--- src/rtl/level_bcd_processor_pkg.sv ---
// level_bcd_processor_pkg: shared FSM encoding and BCD constants
package level_bcd_processor_pkg;
    typedef enum logic [1:0] {IDLE, SHIFT, COMMIT} state_t;
    localparam int BCD_DIGITS = 3;
    localparam int BCD_W = 4 * BCD_DIGITS;
    localparam logic [3:0] SAT_DIGIT = 4'd9;
endpackage

--- src/rtl/level_bcd_processor_bcd_add3_adjust.sv ---
// bcd_add3_adjust: per-nibble "if >= 5 add 3" step of the shift-add-3 conversion
module bcd_add3_adjust
    import level_bcd_processor_pkg::*;
(
    input  logic [BCD_W-1:0] bcd_in,
    output logic [BCD_W-1:0] bcd_out
);
    for (genvar d = 0; d < BCD_DIGITS; d++) begin : g_nib
        assign bcd_out[4*d +: 4] = bcd_in[4*d +: 4] >= 4'd5 ? bcd_in[4*d +: 4] + 4'd3 : bcd_in[4*d +: 4];
    end
endmodule

--- src/rtl/level_bcd_processor.sv ---
// level_bcd_processor: strobed level capture, sequential binary-to-BCD conversion and threshold alarms
module level_bcd_processor
    import level_bcd_processor_pkg::*;
#(
    parameter int WIDTH     = 10,
    parameter int MAX_LEVEL = 999
) (
    input  logic             clk_100MHz,
    input  logic             reset,
    input  logic             sample_en,
    input  logic [WIDTH-1:0] level_in,
    input  logic [WIDTH-1:0] high_thr,
    input  logic [WIDTH-1:0] low_thr,
    output logic [3:0]       data_h,
    output logic [3:0]       data_t,
    output logic [3:0]       data_u,
    output logic             GOET,
    output logic             LOET,
    output logic             input_error,
    output logic             busy,
    output logic             valid
);
    localparam int CW = $clog2(WIDTH + 1);

    state_t state, state_next;
    logic [WIDTH-1:0] lvl, hi, lo, bin;
    logic [BCD_W-1:0] bcd, bcd_adj;
    logic [CW-1:0]    cnt;
    logic             last, oor, bad;

    bcd_add3_adjust u_adj (.bcd_in(bcd), .bcd_out(bcd_adj));

    assign last = cnt == CW'(WIDTH - 1);
    assign oor  = lvl > WIDTH'(MAX_LEVEL);
    assign bad  = lo >= hi;
    assign busy = state != IDLE;

    always_comb begin
        state_next = state;
        state_next = state == IDLE  ? (sample_en ? SHIFT : IDLE) :
                     state == SHIFT ? (last ? COMMIT : SHIFT) : IDLE;
    end

    always_ff @(posedge clk_100MHz) begin
        if (reset) state <= IDLE;
        else       state <= state_next;
    end

    always_ff @(posedge clk_100MHz) begin
        if (reset) begin
            lvl <= '0;
            hi <= '0;
            lo <= '0;
            bin <= '0;
            bcd <= '0;
            cnt <= '0;
            data_h <= '0;
            data_t <= '0;
            data_u <= '0;
            GOET <= 1'b0;
            LOET <= 1'b0;
            input_error <= 1'b0;
            valid <= 1'b0;
        end else begin
            valid <= 1'b0;
            if (state == IDLE && sample_en) begin
                lvl <= level_in;
                hi <= high_thr;
                lo <= low_thr;
                bin <= level_in;
                bcd <= '0;
                cnt <= '0;
            end
            if (state == SHIFT) begin
                {bcd, bin} <= {bcd_adj, bin} << 1;
                cnt <= last ? '0 : cnt + CW'(1);
            end
            // threshold inconsistency suppresses both alarms even when the level is also out of range
            if (state == COMMIT) begin
                data_h <= oor ? SAT_DIGIT : bcd[11:8];
                data_t <= oor ? SAT_DIGIT : bcd[7:4];
                data_u <= oor ? SAT_DIGIT : bcd[3:0];
                GOET <= !bad && (oor || lvl >= hi);
                LOET <= !bad && !oor && lvl <= lo;
                input_error <= oor || bad;
                valid <= 1'b1;
            end
        end
    end
endmodule

--- config.mk ---
export PLATFORM = sky130hd
export DESIGN_NAME = level_bcd_processor
export DESIGN_NICKNAME = d
export VERILOG_FILES = /design/src/rtl/level_bcd_processor_pkg.sv /design/src/rtl/level_bcd_processor_bcd_add3_adjust.sv /design/src/rtl/level_bcd_processor.sv
export SDC_FILE = /design/constraint.sdc
export NUM_CORES = 1
export LEC_CHECK = 0
export CAP_MARGIN = 20
export CORE_MARGIN = 2
export CORE_UTILIZATION = 55
export DETAILED_ROUTE_END_ITERATION = 10
export PLACE_DENSITY = 0.8
export RECOVER_POWER = 100
export SLEW_MARGIN = 15
export SYNTH_ARGS = -nofsm -noshare
export SYNTH_HDL_FRONTEND = slang
export SYNTH_HIERARCHICAL = 1
export SYNTH_SLANG_ARGS = --single-unit
--- constraint.sdc ---
create_clock -name clk_100MHz -period 1.9 [get_ports clk_100MHz]
set_input_delay 0.285 -clock clk_100MHz [delete_from_list [all_inputs] [get_ports clk_100MHz]]
set_output_delay 0.285 -clock clk_100MHz [all_outputs]
set_load 0.01 [all_outputs]
==> impl_metrics.csv <==
group,metric,value,unit
route,postRouteAntennaNets,0,
global_route,overflow,0,
cells_and_area,regArea,0.001481,mm²
clock_network,ctsLongestPathBuffers,2,
global_route,grt_max_degree,33,
sta,skew,0.01152,ns
sta,max-slew-margin-rel,59.11,%
clock_network,cts_tree,"yes",
sta,setup_viol,0,
global_route,antenna_found_initial,0,
critical_path,cp_max_fo,3,
sta,hold_viol,0,
logic_synthesis,yosysWarningCount,6,
critical_path,cpMaxStageDelayCell,"nor4_2",
critical_path,worstPathArrival,2.08,ns
floorplanning,core,0.006386,mm²
route,viasPerCell,5.483,
sta,max_freq,551.2,MHz
critical_path,startpoint_type,"flop",
cells_and_area,final_cell_mix,"nand2_1, dfxtp_1, a21oi_1",
cells_and_area,syn2layout_area_growth,21.28,%
cells_and_area,final_common_cell,"nand2_1",
clock_network,cts_setup_buffers,0,
clock_network,cts_htree_levels,3,
cells_and_area,insertedDiodeCount,0,
clock_network,path_clk_slew,0.08,ns
place,routabilityCongestion,0.9107,
cells_and_area,fill_cells,532,
logic_synthesis,post_synth_inst_count,441,
critical_path,endpoint_kind,"flop",
pwr,p_leak,1.830,nW
floorplanning,start_util,57.09,%
critical_path,cp_cell_sequence,"inv_1 -> ha_1 -> a21oi_2 -> a211oi_1 -> nor4_2 -> a32oi_1 -> a211oi_2",
global_route,grt_pass1_wl,13840,µm
sta,worst_pin_slew,0.6133,ns
route,firstDrtPassIters,4,
route,wl_per_cell,14.32,µm
clock_network,clk_latency,0.34,ns
route,vias,3142,
cells_and_area,multi_input_area,0.001938,mm²
floorplanning,die_w,85.42,µm
sta,period_needed,1.814,ns
critical_path,worstPathRequired,2.16,ns
logic_synthesis,synth.net_count,512,
critical_path,crit_type,"reg -> reg",
cells_and_area,final_layout_size_suffix_gt1_share,7.661,%
floorplanning,io-pin-count,50,
sta,maxSlewViolCount,0,
logic_synthesis,avgSynthCellArea,8.268,µm²
clock_network,holdBufCountCts,0,
place,hpwl,5973,µm
route,drt-total-wl,8203,µm
floorplanning,core.rowCount,29,
pwr,pwr_density_cell,755.8,mW/mm²
route,drt-initial-drc-count,111,
sta,finalSetupTns,0,ns
sta,finalCritPeriodShare,95.48,%
floorplanning,dieArea,0.007297,mm²
pwr,power,0.003342,W
hold_path,hold_path_class,"in -> reg",
clock_network,cts.sinks,74,
route,drc_errors,0,
logic_synthesis,syn_area,0.003646,mm²
outcome,status,"finished, final reports clean",
global_route,track_usage,23.56,%
critical_path,crit_path_max_incr_delay,0.38,ns
sta,rsz0062_at_grt,"false",
cells_and_area,num-nets-final,562,
clock_network,cts_buffers,9,
pwr,peakVddDrop,0.4459,mV
place,port_buffers,49,
floorplanning,die_h,85.42,µm
flow_run,maxCapViolCount,0,
global_route,grt_pass1_vias,3021,
clock_network,cts_root_buffer,"clkbuf_8",
## stage by stage
| stage | cells | instance area, µm² | utilization (%) | worst slack (ns) | hold WS, ns |
|---|---|---|---|---|---|
| 5_1_grt | 573 | 4422 | 69.24 | 0.01076 | 0.3050 |
| 3_5_place_dp | 557 | 4238 | 66.36 | 0.03108 | 0.4440 |
| 4_1_cts | 573 | 4438 | 69.49 | 0.005577 | 0.3207 |
| 3_3_place_gp | 557 | 4238 | 66.36 | 0.03533 | 0.4388 |
| 2_1_floorplan | 441 | 3646 | - | 0.2416 | 0.4210 |
| 6_report | 573 | 4422 | 69.24 | 0.08585 | 0.3104 |
## timing repair
item | in CTS | in global routing
endpoints found under the setup margin | 0 | 2
endpoints found under the hold margin | 0 | 0
resized for setup | 0 | 3
## critical path, delay by kind of cell (launching register included)
family	cells	cell delay (ns)
simple gates	1	0.38
flops	1	0.35
compound gates	4	0.61
buf+inv	1	0.07
fa+ha+maj	1	0.34
## state kept, by name, summed over array words and instances (netlist names)
register	cells
state	2
data_t	4
data_u	4
bcd	12
bin	10
input_error	1
data_h	4
LOET	1
hi	10
lo	10
lvl	10
valid	1
GOET	1
cnt	4
## cell type report
class                   instances  share of cell area (%)
multi-input cells             315                   43.83
flip-flops and latches         74                   33.50
repair buffers                 60                   13.33
clock buffers                  13                   4.046
inverters                      31                   2.632
well taps                      77                   2.179
clock inverters                 3                  0.4810
## worst paths after layout
check | start | endpoint | slack, ns | cells past startpoint
max | hi[4] | LOET | 0.09 | 7
min | reset | cnt[0] | 0.31 | 2
max reg2reg | hi[4] | LOET | 0.09 | 7
min reg2reg | data_t[2] | data_t[2] | 0.45 | 2
## report_power, final
group	total [W]	switching, W	internal, W
Sequential	0.00165	0.0000466	0.00161
Combinational	0.000492	0.000260	0.000232
Clock	0.00120	0.000577	0.000618
Total	0.00334	0.000884	0.00246
## metal layers
| metal | global-route usage [%] | vias to the layer above | part of all wire (%) |
|---|---|---|---|
| met5 | 0 | - | 0 |
| met2 | 40.41 | 81 | 50 |
| met3 | 5.058 | 11 | 4.7 |
| li1 | - | 1613 | - |
| met4 | 6.349 | 0 | 1.2 |
| met1 | 29.99 | 1437 | 44 |
No activity file was read; power rests on OpenSTA's default activity.
